`config.mk`:
```
export PLATFORM = sky130hd
export DESIGN_NAME = bp_me_lce_txn_monitor
export DESIGN_NICKNAME = d
export VERILOG_FILES = /design/src/rtl/bp_me_lce_txn_monitor.sv
export SDC_FILE = /design/constraint.sdc
export NUM_CORES = 2
export LEC_CHECK = 0
export CORE_MARGIN = 8
export CORE_UTILIZATION = 43
export CTS_CLUSTER_SIZE = 30
export DETAILED_ROUTE_END_ITERATION = 10
export DONT_BUFFER_PORTS = 1
export PLACE_DENSITY = 0.63
export SYNTH_ARGS = -nofsm -noshare
export SYNTH_HDL_FRONTEND = slang
export SYNTH_SLANG_ARGS = --single-unit
```
`constraint.sdc`:
```
create_clock -name clk_i -period 11.8 [get_ports clk_i]
set_input_delay 2.36 -clock clk_i [delete_from_list [all_inputs] [get_ports clk_i]]
set_output_delay 2.36 -clock clk_i [all_outputs]
set_load 0.1 [all_outputs]
```
`src/rtl/bp_me_lce_txn_monitor.sv`:
```
// bp_me_lce_txn_monitor
//
// Passive transaction monitor for the LCE request and LCE command channels of
// num_lce_p LCEs. Each accepted request allocates an entry in that LCE's
// tracking table. A fill command with a matching block address retires the
// entry. The monitor keeps saturating request/fill counters, the worst-case
// miss latency seen on any LCE, and sticky timeout/overflow/unmatched flags.
// It never drives anything back into the network.
//
// Ports:
//   clk_i, reset_n_i       clock, asynchronous active-low reset
//   clear_i                synchronous clear of counters, max latency and
//                          sticky errors (tables are kept)
//   req_v_i/req_ready_i    per-LCE request handshake
//   req_addr_i             per-LCE request address, LCE i at slice i
//   cmd_v_i/cmd_yumi_i     per-LCE inbound command handshake
//   cmd_addr_i             per-LCE command address
//   cmd_fill_i             command completes a miss
//   req_count_o            accepted requests per LCE (saturating)
//   fill_count_o           matched fills per LCE (saturating)
//   outstanding_o          valid table entries per LCE
//   max_latency_o          largest matched miss latency over all LCEs
//   err_timeout_o          sticky: an entry aged to the timeout threshold
//   err_overflow_o         sticky: request accepted while the table was full
//   err_unmatched_o        sticky: fill with no matching entry

module bp_me_lce_txn_monitor #(
  parameter int num_lce_p           = 4,
  parameter int paddr_width_p       = 40,
  parameter int block_offset_bits_p = 6,
  parameter int max_outstanding_p   = 4,
  parameter int timeout_cycles_p    = 1024,
  parameter int cnt_width_p         = 32
) (
  input  logic                                                clk_i,
  input  logic                                                reset_n_i,
  input  logic                                                clear_i,
  input  logic [num_lce_p-1:0]                                req_v_i,
  input  logic [num_lce_p-1:0]                                req_ready_i,
  input  logic [num_lce_p*paddr_width_p-1:0]                  req_addr_i,
  input  logic [num_lce_p-1:0]                                cmd_v_i,
  input  logic [num_lce_p-1:0]                                cmd_yumi_i,
  input  logic [num_lce_p*paddr_width_p-1:0]                  cmd_addr_i,
  input  logic [num_lce_p-1:0]                                cmd_fill_i,
  output logic [num_lce_p*cnt_width_p-1:0]                    req_count_o,
  output logic [num_lce_p*cnt_width_p-1:0]                    fill_count_o,
  output logic [num_lce_p*$clog2(max_outstanding_p+1)-1:0]    outstanding_o,
  output logic [cnt_width_p-1:0]                              max_latency_o,
  output logic [num_lce_p-1:0]                                err_timeout_o,
  output logic [num_lce_p-1:0]                                err_overflow_o,
  output logic [num_lce_p-1:0]                                err_unmatched_o
);

  localparam int baddr_w_lp = paddr_width_p - block_offset_bits_p;
  localparam int age_w_lp   = $clog2(timeout_cycles_p + 1);
  localparam int out_w_lp   = $clog2(max_outstanding_p + 1);

  localparam logic [age_w_lp-1:0]    age_max_lp = age_w_lp'(timeout_cycles_p);
  localparam logic [age_w_lp-1:0]    age_to_lp  = age_w_lp'(timeout_cycles_p - 1);
  localparam logic [cnt_width_p-1:0] lat_max_lp = cnt_width_p'(timeout_cycles_p);

  // Tracking tables
  logic [num_lce_p-1:0][max_outstanding_p-1:0]                 valid_q, valid_d;
  logic [num_lce_p-1:0][max_outstanding_p-1:0][baddr_w_lp-1:0] baddr_q, baddr_d;
  logic [num_lce_p-1:0][max_outstanding_p-1:0][age_w_lp-1:0]   age_q, age_d;

  // Statistics and flags
  logic [num_lce_p-1:0][cnt_width_p-1:0] req_cnt_q, req_cnt_d;
  logic [num_lce_p-1:0][cnt_width_p-1:0] fill_cnt_q, fill_cnt_d;
  logic [num_lce_p-1:0][out_w_lp-1:0]    out_q, out_d;
  logic [cnt_width_p-1:0]                max_lat_q, max_lat_d;
  logic [num_lce_p-1:0]                  err_to_q, err_to_d;
  logic [num_lce_p-1:0]                  err_ov_q, err_ov_d;
  logic [num_lce_p-1:0]                  err_un_q, err_un_d;

  // Per-LCE scratch reused on every loop iteration
  logic                   req_acc, fill_acc, hit, alloc_done;
  logic [baddr_w_lp-1:0]  req_baddr, cmd_baddr;
  logic [cnt_width_p-1:0] lat;

  // The block offset bits never take part in matching.
  logic [num_lce_p-1:0] unused_req_offset, unused_cmd_offset;
  for (genvar g = 0; g < num_lce_p; g++) begin : g_unused
    assign unused_req_offset[g] = ^req_addr_i[g*paddr_width_p +: block_offset_bits_p];
    assign unused_cmd_offset[g] = ^cmd_addr_i[g*paddr_width_p +: block_offset_bits_p];
  end

  // All lookups (fill match, free-slot search, timeout detection) use the
  // pre-edge table. A same-cycle request is therefore never matched by a
  // same-cycle fill, and a slot freed by a fill is reusable only next cycle.
  always_comb begin
    valid_d    = valid_q;
    baddr_d    = baddr_q;
    age_d      = age_q;
    req_cnt_d  = req_cnt_q;
    fill_cnt_d = fill_cnt_q;
    out_d      = out_q;
    max_lat_d  = max_lat_q;
    err_to_d   = err_to_q;
    err_ov_d   = err_ov_q;
    err_un_d   = err_un_q;
    req_acc    = 1'b0;
    fill_acc   = 1'b0;
    hit        = 1'b0;
    alloc_done = 1'b0;
    req_baddr  = '0;
    cmd_baddr  = '0;
    lat        = '0;

    for (int i = 0; i < num_lce_p; i++) begin
      req_acc    = req_v_i[i] & req_ready_i[i];
      fill_acc   = cmd_v_i[i] & cmd_yumi_i[i] & cmd_fill_i[i];
      req_baddr  = req_addr_i[i*paddr_width_p + block_offset_bits_p +: baddr_w_lp];
      cmd_baddr  = cmd_addr_i[i*paddr_width_p + block_offset_bits_p +: baddr_w_lp];
      hit        = 1'b0;
      alloc_done = 1'b0;
      lat        = '0;

      for (int j = 0; j < max_outstanding_p; j++) begin
        if (valid_q[i][j]) begin
          if (age_q[i][j] != age_max_lp)
            age_d[i][j] = age_q[i][j] + age_w_lp'(1);
          if (age_q[i][j] == age_to_lp)
            err_to_d[i] = 1'b1;
        end

        // Lowest matching index retires first, which keeps duplicate block
        // addresses in allocation order. Latency is age+1 capped at the
        // timeout, so a saturated entry reports exactly the timeout value.
        if (fill_acc && !hit && valid_q[i][j] && (baddr_q[i][j] == cmd_baddr)) begin
          hit           = 1'b1;
          valid_d[i][j] = 1'b0;
          if (age_q[i][j] >= age_to_lp)
            lat = lat_max_lp;
          else
            lat = cnt_width_p'(age_q[i][j]) + cnt_width_p'(1);
        end

        if (req_acc && !alloc_done && !valid_q[i][j]) begin
          alloc_done    = 1'b1;
          valid_d[i][j] = 1'b1;
          baddr_d[i][j] = req_baddr;
          age_d[i][j]   = '0;
        end
      end

      if (req_acc) begin
        if (req_cnt_q[i] != '1)
          req_cnt_d[i] = req_cnt_q[i] + cnt_width_p'(1);
        if (!alloc_done)
          err_ov_d[i] = 1'b1;
      end

      if (fill_acc) begin
        if (hit) begin
          if (fill_cnt_q[i] != '1)
            fill_cnt_d[i] = fill_cnt_q[i] + cnt_width_p'(1);
          // Running max over the LCE loop: the largest candidate wins and a
          // tie with the stored value leaves it unchanged.
          if (lat > max_lat_d)
            max_lat_d = lat;
        end else begin
          err_un_d[i] = 1'b1;
        end
      end

      out_d[i] = '0;
      for (int j = 0; j < max_outstanding_p; j++)
        out_d[i] = out_d[i] + out_w_lp'(valid_d[i][j]);
    end

    // Clear beats any same-cycle event for statistics; tables keep updating.
    if (clear_i) begin
      req_cnt_d  = '0;
      fill_cnt_d = '0;
      max_lat_d  = '0;
      err_to_d   = '0;
      err_ov_d   = '0;
      err_un_d   = '0;
    end
  end

  always_ff @(posedge clk_i or negedge reset_n_i) begin
    if (!reset_n_i) begin
      valid_q    <= '0;
      baddr_q    <= '0;
      age_q      <= '0;
      req_cnt_q  <= '0;
      fill_cnt_q <= '0;
      out_q      <= '0;
      max_lat_q  <= '0;
      err_to_q   <= '0;
      err_ov_q   <= '0;
      err_un_q   <= '0;
    end else begin
      valid_q    <= valid_d;
      baddr_q    <= baddr_d;
      age_q      <= age_d;
      req_cnt_q  <= req_cnt_d;
      fill_cnt_q <= fill_cnt_d;
      out_q      <= out_d;
      max_lat_q  <= max_lat_d;
      err_to_q   <= err_to_d;
      err_ov_q   <= err_ov_d;
      err_un_q   <= err_un_d;
    end
  end

  assign req_count_o     = req_cnt_q;
  assign fill_count_o    = fill_cnt_q;
  assign outstanding_o   = out_q;
  assign max_latency_o   = max_lat_q;
  assign err_timeout_o   = err_to_q;
  assign err_overflow_o  = err_ov_q;
  assign err_unmatched_o = err_un_q;

endmodule

```
Word level (Yosys, flattened, before mapping)
Index checks and enable logic that the tools add are counted.
{ "classes": {"add_sub_neg": 52, "mul": 0, "n_div": 0, "n_lt_le_gt_ge": 20, "n_eq_ne": 64, "n_shift": 0, "mux": 230, "n_bitwise": 12, "n_reduce_logical": 196} }
{ "op_table": {"columns": ["cell", "n"], "rows": [
  ["32-bit two-way mux", 46],
  ["34-bit == test", 16],
  ["11-bit two-way mux", 48],
  ["32-bit by 1-bit adder with 32-bit output, second input constant", 8],
  ["128-bit two-way mux", 2],
  ["32-bit != test, second input constant", 8],
  ["12-bit two-way mux", 19],
  ["11-bit by 1-bit adder with 12-bit output, second input constant", 16],
  ["11-bit by 1-bit adder with 11-bit output, second input constant", 16],
  ["11-bit by 10-bit == test with 1-bit output, second input constant", 16],
  ["11-bit by 10-bit greater-or-equal comparator with 1-bit output, second input constant", 16],
  ["11-bit != test, second input constant", 16],
  ["32-bit > comparator", 4],
  ["1-bit two-way mux", 112],
  ["2-bit nonzero test", 52],
  ["1-bit logical AND", 72],
  ["2-bit AND reduction", 28],
  ["1-bit logical NOT", 40],
  ["2-bit != test, second input constant", 8],
  ["2-bit by 1-bit adder with 3-bit output", 4],
  ["3-bit by 1-bit adder with 3-bit output", 4],
  ["1-bit AND", 12],
  ["4-bit two-way mux", 3],
  ["3-bit AND reduction", 4],
  ["1-bit by 1-bit adder with 2-bit output", 4]
]} }
{ "totals": {"ff_bits": 1048, "latch_bits": 0, "mem_bits_rw": 0, "romBits": 0, "input_bits": 343, "out_inout_bits": 312, "wordCells": 632, "memories": 0} }

Longest topological paths before layout
{ "depth": {"word_depth": 37, "depth_mapped": 50, "depth_no_buf": 46} }

Worst setup path after synthesis
No wires, ideal clock.
{ "synth_path": {"path_type": "input to register", "start": "input port cmd_addr_i[11]", "end": "register max_lat_q[19], in the netlist max_latency_o[19]", "setup_time_ns": 0.070, "arrival_ns": 11.623, "required_time_ns": 11.730, "slack_ns": 0.107, "stages": 47, "n_path_buf": 4, "cell_sequence": "clkbuf_1 xnor2_1 nand4_1 or4_1 or3b_1 a211oi_2 a222oi_1 a21o_1 ha_1 a21o_1 a21o_1 a21oi_1 or2_2 a31o_2 or2_2 clkbuf_1 o31ai_2 ha_1 [... 11 more ...] o21ai_0 a21oi_1 nor3_1 o31ai_1 and3_1 clkbuf_1 mux2i_1 ha_1 nor2b_1 o21a_1 o21a_1 o21ai_0 a211o_1 a211o_1 nor2b_1 nand2_1 nor2_1 and2_1"} }
{ "synth_between": {"elab_chain_cells": 35, "elab_cells_between_ends": 42, "cone_classes": "order compare (4); eq/ne (4); mux (21); reduce/logical (13)"} }
{ "synth_lines": {"columns": ["item", "line_no", "text"], "rows": [
  ["start, declared", "43", "input logic [num_lce_p*paddr_width_p-1:0] cmd_addr_i,"],
  ["34-bit == test", "130", "if (fill_acc && !hit && valid_q[i][j] && (baddr_q[i][j] == cmd_baddr)) begin"],
  ["1-bit logical AND", "130", null],
  ["1-bit two-way mux", "130", null],
  ["1-bit logical NOT", "130", null],
  ["1-bit logical AND (3 in series)", "130", null],
  ["1-bit two-way mux", "130", null],
  ["1-bit logical NOT", "130", null],
  ["1-bit logical AND (3 in series)", "130", null],
  ["[... 16 more ...]", null, null],
  ["32-bit two-way mux", "155", "if (hit) begin"],
  ["32-bit two-way mux *", "154", "if (fill_acc) begin"],
  ["32-bit > comparator", "160", "if (lat > max_lat_d)"],
  ["32-bit two-way mux", "160", null],
  ["32-bit two-way mux", "155", null],
  ["32-bit two-way mux *", "154", null],
  ["32-bit two-way mux *", "173", "if (clear_i) begin"],
  ["via max_lat_d[19]", "71", "logic [cnt_width_p-1:0] max_lat_q, max_lat_d;"],
  ["end signal, assigned", "202", "max_lat_q <= max_lat_d;"],
  ["end, declared", "71", null]
]} }
Mark *: on every way through the listed nets, which the timed path passes. The rest lies on a longest branch.
A chain may end at the register's enable or synchronous reset.

Worst setup path after layout
{ "layout_path": {"start": "input port cmd_addr_i[9]", "end": "register max_lat_q[1], in the netlist max_latency_o[1]"} }
Same word-level chain as after synthesis.

==> summary.md <==
| Metric | Value |
|---|---|
| CP max-delay cell | or4_1 |
| Drt drc | 0 |
| Outcome | finished, final reports clean |
| Post-Synthesis Cell Area | 57,760 um2 |
| Hold Fails Final Rpt | 0 |
| Worst Hold Depth | 2 |
| Worst-path maximum fanout | 8 |
| Worst EP arrival | 11.84 ns |
| Post-synthesis simple-gate area fraction | 22.53% |
| Seq/Total Area, Yosys | 45.41% |
| Largest voltage drop on the vdd net | 0.0001844 V |
| Post-synthesis xor/xnor area fraction | 13.23% |
| Routed len/inst | 23.61 um |
| Final worst setup slack | 0.5306 ns |
| Multiplexer share of the synthesized area | 6.479% |
| CTS Root Cell | clkbuf_16 |
| Final ANT Viol Nets | 0 |
| First-pass GRT wire length | 284,100 um |
| Flop and latch count out of synthesis | 1,048 |
| P_leak | 27.94 nW |
| Drt total wl | 188,400 um |
| GP Congestion | 0.9714 |
| Crit Path Class | in -> reg |
| Initial antenna violation count | 6 |
| Number of synthesized flops with an enable pin | 0 |
| Placement Rows | 134 |
| Avg Cell Area, Syn | 9.436 um2 |
| Async S/R FF share, synth | 100.0% |
| Crit Reg-Reg Endpoint | max_latency_o[1] |
| Total power | 12.08 mW |
| Number of global-route vias before repair | 44,450 |
| Die span in y | 382.5 um |
| Main combinational cell family by area after synthesis | simple AND/OR/NAND/NOR gates |
| Initial core utilization | 43.28% |
| Share of layout cells above drive strength 1 | 11.70% |
| Worst R2R Start | baddr_q[105] |
| Placed cells | 7,768 |
| Max_cap viols | 0 |
| ANT cells | 0 |
| Ys flop type | dfrtp_1 |
| Yosys warns | 0 |
| Max-Slew Margin vs Limit | 17.01% |
| Adder-cell share of the synthesized area | 2.218% |
| Num ports | 655 |
| Worst-Skew Late Latency | 0.74 ns |
| DR iter-0 viols | 4,198 |
| GRT Resource Usage Total | 24.76% |
| CTS tree | yes |
| Core Region | 133,500 um2 |
| CTS hold repair buffers | 0 |
| CTS clk-pin slew, worst paths | 0.05 ns |
| Final Core Density | 48.19% |
| Power per cell area | 187.8 nW/um2 |
| WP data required | 12.37 ns |
| Compound-Gate Fraction of Synth Area | 7.287% |
| Global route overflow | 0 |
| CP max stage delay | 0.58 ns |
| PortBufs | 0 |
| R2r setup slk | 1.76 ns |
| Critical path startpoint | cmd_addr_i[9] |
| Fmax | 88.74 MHz |
| Die width | 382.5 um |
| Startpoint Class | input pin |
| Post-placement setup slack | -0.3937 ns |
| H-tree levels | 3 |
| Clk_skew | 0.04256 ns |
| Hold Crit Start | baddr_q[422] |
| Worst-Margin Slew | 1.239 ns |
| Die area | 146,300 um2 |
| Final worst path period need | 11.27 ns |
| Hold Crit Class | reg -> reg |
| CTS max path bufs | 3 |
| Number of CTS-inserted buffers | 118 |
| # setup viols final | 0 |
| Vias per cell | 5.747 |
| # nets final | 6,564 |
| Routed vias | 45,860 |
| Fin. max-slew vios | 0 |
| Clock Sinks | 1,048 |
| Finished Layout Cells | 7,980 |
| P&R area growth vs syn | 11.36% |
| Worst reg2reg path depth | 45 |
| Post-Syn Instances | 6,121 |
| Worst hold path endpoint | baddr_q[422] |
| Final Cycle Share | 95.50% |
| Netlist cell types | 99 |
| DPL Wire Length | 139,400 um |
| TritonRoute pass-1 iters | 7 |
| Worst setup EP type | flip-flop |
| Largest net degree at the start of global routing | 292 |
==> flip-flops by register name (all words and copies together) (netlist names), 12 cells and up <==
signal         flops
baddr_q          544
age_q            176
fill_count_o     128
req_count_o      128
max_latency_o     32
valid_q           16
outstanding_o     12
==> logic make-up (layout without fill, tap and decap cells) <==
| family | Yosys count | in the layout |
|---|---|---|
| buffers and inverters | 428 | 516 |
| AND/OR/NAND/NOR | 2674 | 2674 |
| multiplexers | 334 | 334 |
| adder cells (fa/ha/maj) | 100 | 100 |
| AO/OA/AOI/OAI | 665 | 665 |
| flip-flops | 1048 | 1048 |
| other | 1 | 4 |
| XOR/XNOR | 871 | 871 |
==> routing by layer <==
metal,vias up,GRT usage [%],part of all wire [%]
li1,21210,-,-
met2,1509,39.79,46
met1,22810,32.50,42
met5,-,0,0.016
met4,4,7.990,3.7
met3,328,6.698,8.1
==> cell usage after synthesis (54+ instances only) <==
master,instances,share of area (%)
a21oi_1,114,0.99
o21ai_0,269,2.3
nand2_1,1071,7.0
mux2_2,312,6.1
and3_1,121,1.3
nand4_1,255,2.8
clkbuf_1,237,1.5
ha_1,96,2.1
nor4_1,125,1.4
xnor2_1,543,8.2
nand3_1,250,2.2
or3_1,59,0.64
xor2_1,326,4.9
dfrtp_1,1048,45
nor3_1,89,0.77
inv_1,156,1.0
nor2_1,408,2.7
and4_1,54,0.82
and2_1,59,0.64
==> worst max-delay path: cells and delay by family <==
family                     cells  cell delay, ns
AOI/OAI and AO/OA             16            3.17
xor gates and xnor gates       1            0.18
adders and majority gates      4            1.25
buffers and inverters          7            1.04
muxes                          3            0.73
and+or+nand+nor               14            3.09
==> where the power goes <==
group | switching (mW) | leakage (nW) | internal, mW
clock network | 1.57 | 1.96 | 2.25
logic | 1.63 | 12.3 | 1.29
registers | 0.923 | 13.7 | 4.41
==> final cells by class <==
class                           count  area (um2)
Timing Repair Buffer              149        1264
Tap cell                         1768        2212
Multi-Input combinational cell   4648       30040
Sequential cell                  1048       26230
Clock buffer                      173        3442
Fill cell                       12560       69140
Inverter                          156       585.6
Clock inverter                     38       550.5
==> repair_timing <==
item | 4_1_cts | 5_1_grt
setup buffers | 0 | 0
setup endpoints to repair | 0 | 32
gates resized for setup | 0 | 7
==> worst max path at each step <==
| stage | cells after the start | end | slack [ns] |
|---|---|---|---|
| 2_1_floorplan | 47 | max_latency_o[19] | 0.11 |
| 3_3_place_gp | 48 | max_latency_o[19] | -0.13 |
| 3_5_place_dp | 48 | max_latency_o[26] | -0.39 |
| 4_1_cts | 49 | max_latency_o[16] | 0.31 |
| 5_1_grt | 46 | max_latency_o[18] | -0.03 |
| 6_report | 45 | max_latency_o[1] | 0.53 |
==> placed cells by master (no fill, tap or decap), types with 52 or more instances in the layout <==
master and n:
a21oi_1 114, and2_1 59, and3_1 121, and4_1 54, buf_4 141, clkbuf_16 120
dfrtp_1 1048, ha_1 96, inv_1 156, mux2_2 312, nand2_1 1070, nand2b_1 52
nand3_1 249, nand4_1 255, nor2_1 398, nor3_1 87, nor4_1 124, o21ai_0 269
or3_1 59, xnor2_1 541, xor2_1 326
==> through the flow <==
step | hold WS, ns | setup TNS [ns] | area [um2]
final | 0.4935 | 0 | 64320
after global routing | 0.5113 | -0.1825 | 64320
after CTS | 0.4966 | 0 | 64250
after detailed placement | 0.4778 | -8.650 | 60260
after global placement | 0.4668 | -1.367 | 60260
after floorplan | 0.4512 | 0 | 57770
Power figures use the tool's default switching activity.
